`src/rtl/pit_ctl.sv`:
```
// Bus sequencer for an 8254-style interval timer: power-up programming of three
// channels, then round-robin arbitration between host accesses and latched-count snapshots.
module pit_ctl #(
  parameter logic [2:0]  MODE0   = 3'd3,
  parameter logic [2:0]  MODE1   = 3'd2,
  parameter logic [2:0]  MODE2   = 3'd0,
  parameter logic        BCD0    = 1'b0,
  parameter logic        BCD1    = 1'b0,
  parameter logic        BCD2    = 1'b0,
  parameter logic [15:0] RELOAD0 = 16'd2,
  parameter logic [15:0] RELOAD1 = 16'd2,
  parameter logic [15:0] RELOAD2 = 16'd2
) (
  input  logic        clk,
  input  logic        reset,
  input  logic        host_req,
  input  logic        host_we,
  input  logic [1:0]  host_a,
  input  logic [7:0]  host_wdata,
  output logic        host_ack,
  output logic [7:0]  host_rdata,
  input  logic        snap_req,
  input  logic [1:0]  snap_ch,
  output logic        snap_ack,
  output logic [15:0] snap_val,
  output logic        init_done,
  output logic        pit_cs,
  output logic        pit_rd,
  output logic        pit_wr,
  output logic [1:0]  pit_a,
  output logic [7:0]  pit_wdata,
  input  logic [7:0]  pit_rdata
);

  typedef enum logic [1:0] {S_IDLE, S_SETUP, S_STROBE, S_GAP} state_t;
  typedef enum logic [1:0] {OWN_NONE, OWN_INIT, OWN_HOST, OWN_SNAP} owner_t;

  // Per-channel control word and reload value; entry 3 is padding for 2-bit indexing.
  logic [7:0]  ctrl_word  [4];
  logic [15:0] reload_val [4];

  for (genvar gi = 0; gi < 3; gi++) begin : g_chan
    assign ctrl_word[gi] = {2'(gi), 2'b11,
                            (gi == 0) ? MODE0 : (gi == 1) ? MODE1 : MODE2,
                            (gi == 0) ? BCD0  : (gi == 1) ? BCD1  : BCD2};
    assign reload_val[gi] = (gi == 0) ? RELOAD0 : (gi == 1) ? RELOAD1 : RELOAD2;
  end
  assign ctrl_word[3]  = 8'h00;
  assign reload_val[3] = 16'h0000;

  state_t      state_q, state_d;
  owner_t      owner_q, owner_d;
  logic [1:0]  init_ch_q, init_ch_d;
  logic [1:0]  init_sub_q, init_sub_d;
  logic        init_done_q, init_done_d;
  logic        rr_snap_q, rr_snap_d;
  logic [1:0]  snap_step_q, snap_step_d;
  logic [1:0]  snap_ch_q, snap_ch_d;
  logic [7:0]  snap_lsb_q, snap_lsb_d;
  logic        acc_we_q, acc_we_d;
  logic [1:0]  pit_a_q, pit_a_d;
  logic [7:0]  pit_wdata_q, pit_wdata_d;
  logic        pit_cs_q, pit_cs_d;
  logic        pit_rd_q, pit_rd_d;
  logic        pit_wr_q, pit_wr_d;
  logic        host_ack_q, host_ack_d;
  logic [7:0]  host_rdata_q, host_rdata_d;
  logic        snap_ack_q, snap_ack_d;
  logic [15:0] snap_val_q, snap_val_d;
  logic        load_init;

  always_comb begin
    state_d      = state_q;
    owner_d      = owner_q;
    init_ch_d    = init_ch_q;
    init_sub_d   = init_sub_q;
    init_done_d  = init_done_q;
    rr_snap_d    = rr_snap_q;
    snap_step_d  = snap_step_q;
    snap_ch_d    = snap_ch_q;
    snap_lsb_d   = snap_lsb_q;
    acc_we_d     = acc_we_q;
    pit_a_d      = pit_a_q;
    pit_wdata_d  = pit_wdata_q;
    host_rdata_d = host_rdata_q;
    snap_val_d   = snap_val_q;
    host_ack_d   = 1'b0;
    snap_ack_d   = 1'b0;
    load_init    = 1'b0;

    case (state_q)
      S_IDLE: begin
        if (!init_done_q) begin
          owner_d    = OWN_INIT;
          init_ch_d  = 2'd0;
          init_sub_d = 2'd0;
          load_init  = 1'b1;
          state_d    = S_SETUP;
        end else if (host_req && (!snap_req || !rr_snap_q)) begin
          owner_d     = OWN_HOST;
          acc_we_d    = host_we;
          pit_a_d     = host_a;
          pit_wdata_d = host_wdata;
          rr_snap_d   = 1'b1;
          state_d     = S_SETUP;
        end else if (snap_req) begin
          rr_snap_d = 1'b0;
          if (snap_ch == 2'd3) begin
            // No such counter: acknowledge at once with a zero value and leave the bus idle.
            owner_d    = OWN_NONE;
            snap_ack_d = 1'b1;
            snap_val_d = 16'h0000;
            state_d    = S_GAP;
          end else begin
            owner_d     = OWN_SNAP;
            snap_step_d = 2'd0;
            snap_ch_d   = snap_ch;
            acc_we_d    = 1'b1;
            pit_a_d     = 2'd3;
            pit_wdata_d = {snap_ch, 6'b000000};
            state_d     = S_SETUP;
          end
        end
      end
      S_SETUP: state_d = S_STROBE;
      S_STROBE: begin
        state_d = S_GAP;
        if (owner_q == OWN_HOST) begin
          host_ack_d = 1'b1;
          if (!acc_we_q) host_rdata_d = pit_rdata;
        end
        if (owner_q == OWN_SNAP) begin
          if (snap_step_q == 2'd1) snap_lsb_d = pit_rdata;
          if (snap_step_q == 2'd2) begin
            snap_val_d = {pit_rdata, snap_lsb_q};
            snap_ack_d = 1'b1;
          end
        end
      end
      S_GAP: begin
        state_d = S_IDLE;
        case (owner_q)
          OWN_INIT: begin
            if (init_sub_q == 2'd2) begin
              if (init_ch_q == 2'd2) begin
                init_done_d = 1'b1;
              end else begin
                init_ch_d  = init_ch_q + 2'd1;
                init_sub_d = 2'd0;
                load_init  = 1'b1;
                state_d    = S_SETUP;
              end
            end else begin
              init_sub_d = init_sub_q + 2'd1;
              load_init  = 1'b1;
              state_d    = S_SETUP;
            end
          end
          OWN_SNAP: begin
            if (snap_step_q != 2'd2) begin
              snap_step_d = snap_step_q + 2'd1;
              acc_we_d    = 1'b0;
              pit_a_d     = snap_ch_q;
              pit_wdata_d = 8'h00;
              state_d     = S_SETUP;
            end
          end
          default: ;
        endcase
      end
      default: state_d = S_IDLE;
    endcase

    if (load_init) begin
      acc_we_d = 1'b1;
      case (init_sub_d)
        2'd0:    begin pit_a_d = 2'd3;      pit_wdata_d = ctrl_word[init_ch_d];        end
        2'd1:    begin pit_a_d = init_ch_d; pit_wdata_d = reload_val[init_ch_d][7:0];  end
        default: begin pit_a_d = init_ch_d; pit_wdata_d = reload_val[init_ch_d][15:8]; end
      endcase
    end

    // Strobes are registered from the next state so they line up exactly with it.
    pit_cs_d = (state_d == S_SETUP) || (state_d == S_STROBE);
    pit_rd_d = (state_d == S_STROBE) && !acc_we_d;
    pit_wr_d = (state_d == S_STROBE) && acc_we_d;
  end

  always_ff @(posedge clk) begin
    if (reset) begin
      state_q      <= S_IDLE;
      owner_q      <= OWN_NONE;
      init_ch_q    <= 2'd0;
      init_sub_q   <= 2'd0;
      init_done_q  <= 1'b0;
      rr_snap_q    <= 1'b0;
      snap_step_q  <= 2'd0;
      snap_ch_q    <= 2'd0;
      snap_lsb_q   <= 8'h00;
      acc_we_q     <= 1'b0;
      pit_a_q      <= 2'd0;
      pit_wdata_q  <= 8'h00;
      pit_cs_q     <= 1'b0;
      pit_rd_q     <= 1'b0;
      pit_wr_q     <= 1'b0;
      host_ack_q   <= 1'b0;
      host_rdata_q <= 8'h00;
      snap_ack_q   <= 1'b0;
      snap_val_q   <= 16'h0000;
    end else begin
      state_q      <= state_d;
      owner_q      <= owner_d;
      init_ch_q    <= init_ch_d;
      init_sub_q   <= init_sub_d;
      init_done_q  <= init_done_d;
      rr_snap_q    <= rr_snap_d;
      snap_step_q  <= snap_step_d;
      snap_ch_q    <= snap_ch_d;
      snap_lsb_q   <= snap_lsb_d;
      acc_we_q     <= acc_we_d;
      pit_a_q      <= pit_a_d;
      pit_wdata_q  <= pit_wdata_d;
      pit_cs_q     <= pit_cs_d;
      pit_rd_q     <= pit_rd_d;
      pit_wr_q     <= pit_wr_d;
      host_ack_q   <= host_ack_d;
      host_rdata_q <= host_rdata_d;
      snap_ack_q   <= snap_ack_d;
      snap_val_q   <= snap_val_d;
    end
  end

  assign host_ack   = host_ack_q;
  assign host_rdata = host_rdata_q;
  assign snap_ack   = snap_ack_q;
  assign snap_val   = snap_val_q;
  assign init_done  = init_done_q;
  assign pit_cs     = pit_cs_q;
  assign pit_rd     = pit_rd_q;
  assign pit_wr     = pit_wr_q;
  assign pit_a      = pit_a_q;
  assign pit_wdata  = pit_wdata_q;

endmodule

```
`config.mk`:
```
export PLATFORM = sky130hd
export DESIGN_NAME = pit_ctl
export DESIGN_NICKNAME = d
export VERILOG_FILES = /design/src/rtl/pit_ctl.sv
export SDC_FILE = /design/constraint.sdc
export NUM_CORES = 1
export LEC_CHECK = 0
export CORE_ASPECT_RATIO = 0.75
export CORE_MARGIN = 5
export CORE_UTILIZATION = 40
export CTS_CLUSTER_SIZE = 40
export DETAILED_ROUTE_END_ITERATION = 6
export MAX_ROUTING_LAYER = met4
export PLACE_DENSITY = 0.69
export SYNTH_ARGS = -nofsm -noshare
export SYNTH_HDL_FRONTEND = slang
export SYNTH_SLANG_ARGS = --single-unit
```
`constraint.sdc`:
```
create_clock -name clk -period 2.2 [get_ports clk]
set_clock_uncertainty 0.1 [all_clocks]
set_input_delay 0.33 -clock clk [delete_from_list [all_inputs] [get_ports clk]]
set_output_delay 0.33 -clock clk [all_outputs]
set_load 0.01 [all_outputs]
```
### After elaboration in Yosys (flattened, before gate mapping)

Cells that the tools add are included.
W data, S select, Z words.

* bits in registers: 62
* input port bits: 25
* output and inout bits: 40
* word-level logic and storage cells: 166

* add/sub/neg operators: 3
* order comparisons: 1
* equal/unequal tests: 30
* mux-type cells: 84
* bitwise logic cells: 5
* reductions and logical operators: 24

Operators with widths (count)
* $mux W16: 8
* $mux W8: 9
* $mux W2: 31
* $bmux W16 S2: 1
* $pmux W16 S2: 1
* $pmux W8 S2: 2
* $mux W1: 22
* $ne A2 B2 Y1 const B: 10
* $pmux W2 S2: 5
* $eq A2 B2 Y1 const B: 9
* $bmux W8 S2: 1
* $reduce_and A7 Y1: 2
* $eq A2 B1 Y1 const B: 5
* $ne A3 B3 Y1 const B: 3
* $reduce_and A3 Y1: 3
* $ne A4 B4 Y1 const B: 2
* $pmux W2 S4: 1
* $add A2 B1 Y2 const B: 3
* $pmux W1 S2: 3
* $reduce_and A6 Y1: 1
* $reduce_bool A2 Y1: 3
* $reduce_and A5 Y1: 1
* $logic_not A2 Y1: 2
* $not A1 Y1: 4
* other kinds (10): 15

### Logic depth before layout (Yosys ltp)

Gate-level depths: netlist (run 1).

* word-level depth: 11
* mapped depth: 10
* gate-level depth less buffers: 8

### Least setup slack after synthesis (run 1)

No wires, ideal clock.

* path type: reg2reg
* start: reg state_q[0]
* end: reg pit_wdata_q[1] (netlist: pit_wdata[1])
* library setup time: 134 ps
* arrival time: 2086 ps
* setup slack: -120 ps
* stages on the path, launching flop included: 10
* cells stage by stage: dfxtp_1 -> inv_1 -> ha_1 -> buf_4 -> and4bb_2 -> and3b_1 -> a22oi_1 -> maj3_1 -> a32oi_1 -> a211oi_1

* longest elaborated chain between the ends: 8

RTL lines
* start, declared: line 51 `state_t state_q, state_d;`
* start signal, assigned: line 211 `state_q <= state_d;`
* $eq A2 B2 Y1 or $logic_not A2 Y1 (tied branches): line 91 `case (state_q)`
* $pmux W2 S2: line 91
* $not A2 Y3 (implied by the code): line 177, 178, 179
* $bmux W16 S2 or $bmux W8 S2 (tied branches): line 178, 179, 177
* $mux W16 (implied by the code) or $mux W8 (tied branches) (2 in series): line 179, 177
* $pmux W8 S2: line 176 `case (init_sub_d)`
* $mux W8: line 174 `if (load_init) begin`
* end signal, assigned: line 222 `pit_wdata_q <= pit_wdata_d;`
* end, declared: line 62 `logic [7:0] pit_wdata_q, pit_wdata_d;`

Parallel ways exist; a longest one is shown, timed or not. The select of a mux whose other input is x is not followed.
A chain may end at the register's enable or synchronous reset.

### Final worst setup path (run 1)

* start: reg init_ch_q[0]
* end: reg pit_wdata_q[7] (netlist: pit_wdata[7])

* longest elaborated chain between the ends: 11

RTL lines
* start, declared: line 53 `logic [1:0] init_ch_q, init_ch_d;`
* start signal, assigned: line 213 `init_ch_q <= init_ch_d;`
* $add A2 B1 Y2 or $eq A2 B2 Y1 (tied branches): line 148, 145
* $mux W2: line 145 `if (init_ch_q == 2'd2) begin`
* $mux W2: line 144 `if (init_sub_q == 2'd2) begin`
* $mux W2: line 142 `case (owner_q)`
* $pmux W2 S2: line 91
* $not A2 Y3 (implied by the code): line 177, 178, 179
* $bmux W16 S2 or $bmux W8 S2 (tied branches): line 178, 179, 177
* $mux W16 (implied by the code) or $mux W8 (tied branches) (2 in series): line 179, 177
* $pmux W8 S2: line 176
* $mux W8: line 174

Parallel ways exist; a longest one is shown, timed or not. The select of a mux whose other input is x is not followed.

==> run summary, run 1 <==
outcome = finished, final reports clean
CP Buf/Inv Count = 2
CTS tree = done
Hold Crit Class = flip-flop to flip-flop
Layout Utilization = 0.584
Final #Nets = 457
Ant. Diodes = 0
met2 Use GR = 0.269
arrival time at the worst endpoint = 2.23 ns
grt ovf = 0
Vias/cell = 5.18
crit-path max cell delay = 0.43 ns
Reg clk slew, reported paths = 0.07 ns
Hold Violations, Final = 0
Buffers on Ports = 64
H-Tree Depth = 3
Final WS setup = 0.0742 ns
critical path cell sequence = inv_1 -> ha_2 -> and3b_1 -> o41a_1 -> nor2_2 -> buf_4 -> nor3_1 -> a311oi_2 -> nor3_1
Syn Area/Cell = 8.35 sq um
top cells by area, synth = dfxtp_1 (44%), a21oi_1 (6.8%), nand2_1 (5.9%)
Critical Path RT = 2.30 ns
Synth Flop Type = dfxtp_1
distinct cell type count after synthesis = 48
TritonRoute pass-1 iters = 4
switching power = 801 uW
Area Growth Syn to Fin = 41.9%
fin crit share = 0.966
GRT busiest layer = met2
Setup CP Type = flip-flop to flip-flop
CP max-delay cell = o41a_1
detailed placement HPWL = 5420 um
FFs w/ async S/R, synth = 0
vias in the first global route = 2529
count of clock tree sinks = 62
non-filler instance count after layout = 513
post-route ant nets = 0
Final GP Congestion = 0.830
RSZ-0062 raised after global routing = true
leakage = 1.49 nW
Synth Instances = 337
Synth top area share = 0.441
met1 Use GR = 0.238
Core ar. = 6830 sq um
largest net degree at the start of global routing = 35
CP dominant cell by count = nor3_1
Post-synth top cells = dfxtp_1 (62), nand2_1 (44), nor2_1 (42), a21oi_1 (38), nand3_1 (23)
root buf cell = clkbuf_8
fraction of layout cells with a size suffix above 1 = 0.182
cts bufs inserted = 9
post-synthesis cell area = 2810 sq um
num rows = 26
Power Density = 676 nW/um^2
Die ar. = 8830 sq um
worst skew pair latency = 0.34 ns
clk buf depth = 2
GRT Total Usage = 0.179
CP max FO = 4
drt first-iter violations = 114
Initial Utilization = 0.412
Startpoint Class = flip-flop
Sequential Power Share = 0.444
max-cap violations = 0
Die X = 107 um
register area share after synthesis = 0.441
Setup Viol. Count Final = 0
Final Critical Period = 2.13 ns
Max VDD drop = 0.314 mV
antenna violations before repair = 0
max-slew violations = 0
fmax = 470 MHz
WL/cell = 14.4 um
placed insts = 496
Comb power frac = 0.217
DR vias = 2655
worst slew pin tran = 0.588 ns
Remaining DRCs = 0
Post-synth EDFFs = 0
Top Ports = 65
Max-slew headroom = 0.608
DRT Wirelength = 7380 um
yosys warns = 0
first-pass GRT wire length = 12200 um
Seq cells post-synth = 62
Sw Ratio = 0.297
met3 GRT Util = 0.0521
share of total power in the clock network = 0.339
CP delay by family, top = compound AO/OA/AOI/OAI gates
Int Pwr = 1.90 mW
Syn Nets = 370
Critical Path Sink Type = flip-flop
Yosys top cell by area = dfxtp_1
worst slack at placement = -0.0217 ns
Die Y = 82.6 um
cell with the most instances after synthesis = dfxtp_1
## tightest hold or removal path, cell delays in order (launching register included)
cell and delay (ns):
dfxtp_1 0.31, nand2_1 0.05, a21oi_1 0.05
## through the flow
step                      instance area (sq um)  power [mW]  setup TNS [ns]  hold slack (ns)
final                                      3990        2.70               0            0.353
after detailed placement                   3740        1.78         -0.0405            0.347
after global routing                       3990        2.83         -0.0166            0.372
after floorplan                            2820        1.52               0            0.337
after global placement                     3740        1.77               0            0.342
after CTS                                  3940        2.70               0            0.359
## cell usage in the layout (no fill, tap or decap), drive strengths merged, types with 2 or more instances in the layout
master | Yosys | final
dfxtp | 62 | 62
and3b | 3 | 3
nand3 | 23 | 23
a22o | 3 | 3
a311oi | 2 | 2
nor3 | 6 | 6
and3 | 3 | 3
a21o | 3 | 3
or2 | 3 | 3
clkbuf | 13 | 10
nor2 | 42 | 42
a22oi | 3 | 3
inv | 10 | 10
nand2b | 4 | 4
o21a | 2 | 2
clkinvlp | 0 | 4
ha | 8 | 8
nand4 | 2 | 2
a32oi | 2 | 2
a21boi | 2 | 2
and2 | 2 | 2
a2bb2oi | 2 | 2
clkinv | 0 | 2
o211ai | 2 | 2
nand3b | 2 | 2
a211oi | 5 | 5
o21ai | 5 | 5
a21oi | 38 | 38
nand2 | 45 | 45
buf | 10 | 36
and4bb | 2 | 2
nor2b | 3 | 3
clkdlybuf4s50 | 0 | 63
mux2i | 14 | 14
## final timing paths
| kind | cells past startpoint | end | from | slack [ns] |
|---|---|---|---|---|
| min | 2 | snap_val[6] | snap_val[6] | 0.35 |
| min reg2reg | 2 | snap_val[6] | snap_val[6] | 0.35 |
| max | 9 | pit_wdata[7] | init_ch_q[0] | 0.07 |
| max reg2reg | 9 | pit_wdata[7] | init_ch_q[0] | 0.07 |
## cell type report
| cell class | count | area, sq um |
|---|---|---|
| Clock inverter | 6 | 47.5 |
| Clock buffer | 10 | 138 |
| Multi-Input combinational cell | 242 | 1490 |
| Fill cell | 614 | 2840 |
| Tap cell | 84 | 105 |
| Inverter | 10 | 37.5 |
| Sequential cell | 62 | 1240 |
| Timing Repair Buffer | 99 | 927 |
## routing by layer
layer | vias up | routed length [um]
met4 | 0 | 70
li1 | 1340 | -
met5 | - | 0
met2 | 65 | 3310
met1 | 1245 | 3630
met3 | 5 | 374
## state kept, by name, indices dropped and copies added, names as in the netlist, 2 cells and up
register and flops:
host_rdata 8, pit_wdata 8, init_sub_q 2, owner_q 2
snap_step_q 2, state_q 2, snap_ch_q 2, init_ch_q 2
snap_lsb_q 8, snap_val 16, pit_a 2
## power by group through the flow
stage                     Sequential (mW)  Clock, mW  Combinational (mW)
after detailed placement             1.22          0               0.553
after floorplan                      1.23          0               0.285
final                                1.20      0.915               0.587
after global routing                 1.20      0.996               0.633
after global placement               1.22          0               0.547
after CTS                            1.20      0.945               0.560
## logic make-up after synthesis
family,Yosys count,synth area share
buffers and inverters,33,0.0485
AND/OR/NAND/NOR,142,0.236
AO/OA/AOI/OAI,77,0.186
flip-flops,62,0.441
adder cells (fa/ha/maj),9,0.0391
multiplexers,14,0.0498
## what timing repair did
item | CTS | global route
hold buffers | 0 | 0
pin swaps | 4 | 14
setup buffers | 0 | 2
gates resized for setup | 4 | 18
setup endpoints to repair | 7 | 12
hold endpoints to repair | 0 | 0
Power figures use the tool's default switching activity.
==> inputs of run 2 (changes only) <==
--- a/config.mk
+++ b/config.mk
@@ -7,11 +7,11 @@
 export LEC_CHECK = 0
 export CORE_ASPECT_RATIO = 0.75
 export CORE_MARGIN = 5
-export CORE_UTILIZATION = 40
+export CORE_UTILIZATION = 45
 export CTS_CLUSTER_SIZE = 40
 export DETAILED_ROUTE_END_ITERATION = 6
 export MAX_ROUTING_LAYER = met4
-export PLACE_DENSITY = 0.69
+export PLACE_DENSITY = 0.76
 export SYNTH_ARGS = -nofsm -noshare
 export SYNTH_HDL_FRONTEND = slang
 export SYNTH_SLANG_ARGS = --single-unit
==> run summary, run 2 (synthesis gave the netlist of run 1 again) <==
commonest non-fill, non-tap cells in the layout = clkdlybuf4s50_1 (63), dfxtp_1 (59), nand2_1 (44)
antenna violations before repair = 0 (unchanged)
worst skew pair latency = 0.34 ns (about the same)
Final #Nets = 460 (+0.66%)
Max-slew headroom = 0.693 (+0.0853)
fmax = 454 MHz (-3.5%)
Area Growth Syn to Fin = 43.3%
Hold Violations, Final = 0 (unchanged)
Top Ports = 65 (unchanged)
post-route ant nets = 0 (unchanged)
Critical Path RT = 2.36 ns (+0.06 ns)
RSZ-0062 raised after global routing = true
Setup Viol. Count Final = 1 (+1)
Final Critical Period = 2.20 ns (+0.0775 ns)
worst slew pin tran = 0.455 ns (-0.133 ns)
Vias/cell = 5.21 (+0.72%)
arrival time at the worst endpoint = 2.36 ns (+0.13 ns)
worst slack at placement = -0.106 ns (-0.0839 ns)
hold bufs inserted after CTS = 0 (unchanged)
clk buf depth = 2 (unchanged)
max-slew violations = 0 (unchanged)
WL/cell = 14.6 um (+1.8%)
Max VDD drop = 0.341 mV (+8.4%)
Buffers on Ports = 64 (unchanged)
Final WS setup = -0.00332 ns (-0.0775 ns)
fin crit share = 1.00 (+0.0352)
root buf cell = clkbuf_8
first-pass GRT wire length = 12200 um (+0.35%)
Die ar. = 7950 sq um (-9.9%)
grt ovf = 0 (unchanged)
Core ar. = 6190 sq um (-9.3%)
leakage = 1.52 nW (+2.3%)
DRT Wirelength = 7500 um (+1.6%)
Hold Crit Class = input pin to flip-flop
num rows = 25 (-3.8%)
vias in the first global route = 2573 (+1.7%)
detailed placement HPWL = 5410 um (about the same)
CTS tree = done
Die X = 101 um (-5.2%)
GRT Total Usage = 0.197 (+0.0181)
max reg flops = 16 (unchanged)
commonest non-fill, non-tap cell in the layout = clkdlybuf4s50_1
outcome = complete, but fails checks
Final GP Congestion = 0.865 (+4.2%)
Power Density = 723 nW/um^2 (+6.9%)
cts bufs inserted = 9 (unchanged)
Setup CP Type = flip-flop to flip-flop
failing checks = setup timing
Pwr Total = 2.91 mW (+8.0%)
max-cap violations = 0 (unchanged)
largest net degree at the start of global routing = 28 (-20%)
Critical Path Sink Type = flip-flop
TritonRoute pass-1 iters = 5 (+1)
Startpoint Class = flip-flop
H-Tree Depth = 3 (unchanged)
Ant. Diodes = 0 (unchanged)
fraction of layout cells with a size suffix above 1 = 0.183 (+0.00148)
CP max FO = 4 (unchanged)
Reg clk slew, reported paths = 0.07 ns (about the same)
Min Hold Slack = 0.277 ns (-0.0765 ns)
Die Y = 78.5 um (-5.0%)
drt first-iter violations = 134 (+18%)
Initial Utilization = 0.454 (+0.0424)
Layout Utilization = 0.651 (+0.0667)
DR vias = 2669 (+0.53%)
Remaining DRCs = 0 (unchanged)
count of clock tree sinks = 62 (unchanged)
[run 2: changes by cell type in the layout (fill, tap and decap cells not counted), sizes merged]
cell and change:
buf +3, clkinvlp -3, bufinv +2, clkbuf +2, clkinv -2
[run 2: what timing repair did]
action	CTS	global route
pin swaps	7	9
gates resized for setup	8	10
endpoints found under the setup margin	7	11
setup buffers	2	2
[run 2: worst max-delay path, stage by stage (launching register included)]
cell and delay [ns]:
dfxtp_2 0.34, inv_2 0.05, ha_4 0.15, and3b_2 0.23
o41a_1 0.46, a2111oi_4 0.29, nand2_2 0.10, o32a_1 0.19
a211oi_2 0.20
[run 2: final timing paths]
path	slack, ns	start	endpoint	cells after the start
hold reg to reg	0.35	snap_val[7]	snap_val[7]	2
setup reg to reg	-0.003	init_ch_q[0]	pit_wdata[6]	8
hold / removal	0.28	reset	pit_cs	2
setup / recovery	-0.003	init_ch_q[0]	pit_wdata[6]	8
[run 2: final cells by class]
type / instances / area, sq um
fillers: 544 / 2160
multi-input cells: 242 / 1490
flip-flops and latches: 62 / 1240
repair buffers: 102 / 933
clock buffers: 12 / 155
well taps: 81 / 101
clock inverters: 3 / 67.6
inverters: 10 / 37.5
[run 2: power by group]
part	total (mW)	internal, mW	leakage [nW]	switching, mW
registers	1.20	1.17	0.504	0.0269
logic	0.590	0.290	0.910	0.300
clock network	1.13	0.694	0.109	0.433
[run 2: per-layer routing]
metal	global-route usage	routed length [um]	vias up
met5	-	0	-
met3	0.0542	476	6
met2	0.295	3470	75
met1	0.260	3470	1235
met4	0.0584	73	0
li1	-	-	1353
[run 2: per-stage QoR]
| step | instance area (sq um) | std cells | TNS [ns] |
|---|---|---|---|
| final | 4030 | 512 | -0.00332 |
| after global routing | 4030 | 512 | -0.482 |
| after CTS | 4000 | 511 | 0 |
| after detailed placement | 3730 | 494 | -0.276 |
| after global placement | 3730 | 494 | -0.00401 |
| after floorplan | 2820 | 337 | 0 |
==> inputs of run 3 (changes only) <==
--- a/config.mk
+++ b/config.mk
@@ -12,6 +12,7 @@
 export DETAILED_ROUTE_END_ITERATION = 6
 export MAX_ROUTING_LAYER = met4
 export PLACE_DENSITY = 0.76
+export SLEW_MARGIN = 20
 export SYNTH_ARGS = -nofsm -noshare
 export SYNTH_HDL_FRONTEND = slang
 export SYNTH_SLANG_ARGS = --single-unit
==> results of run 3 <==
Final layout, timing and power as in run 2 (identical DEF).
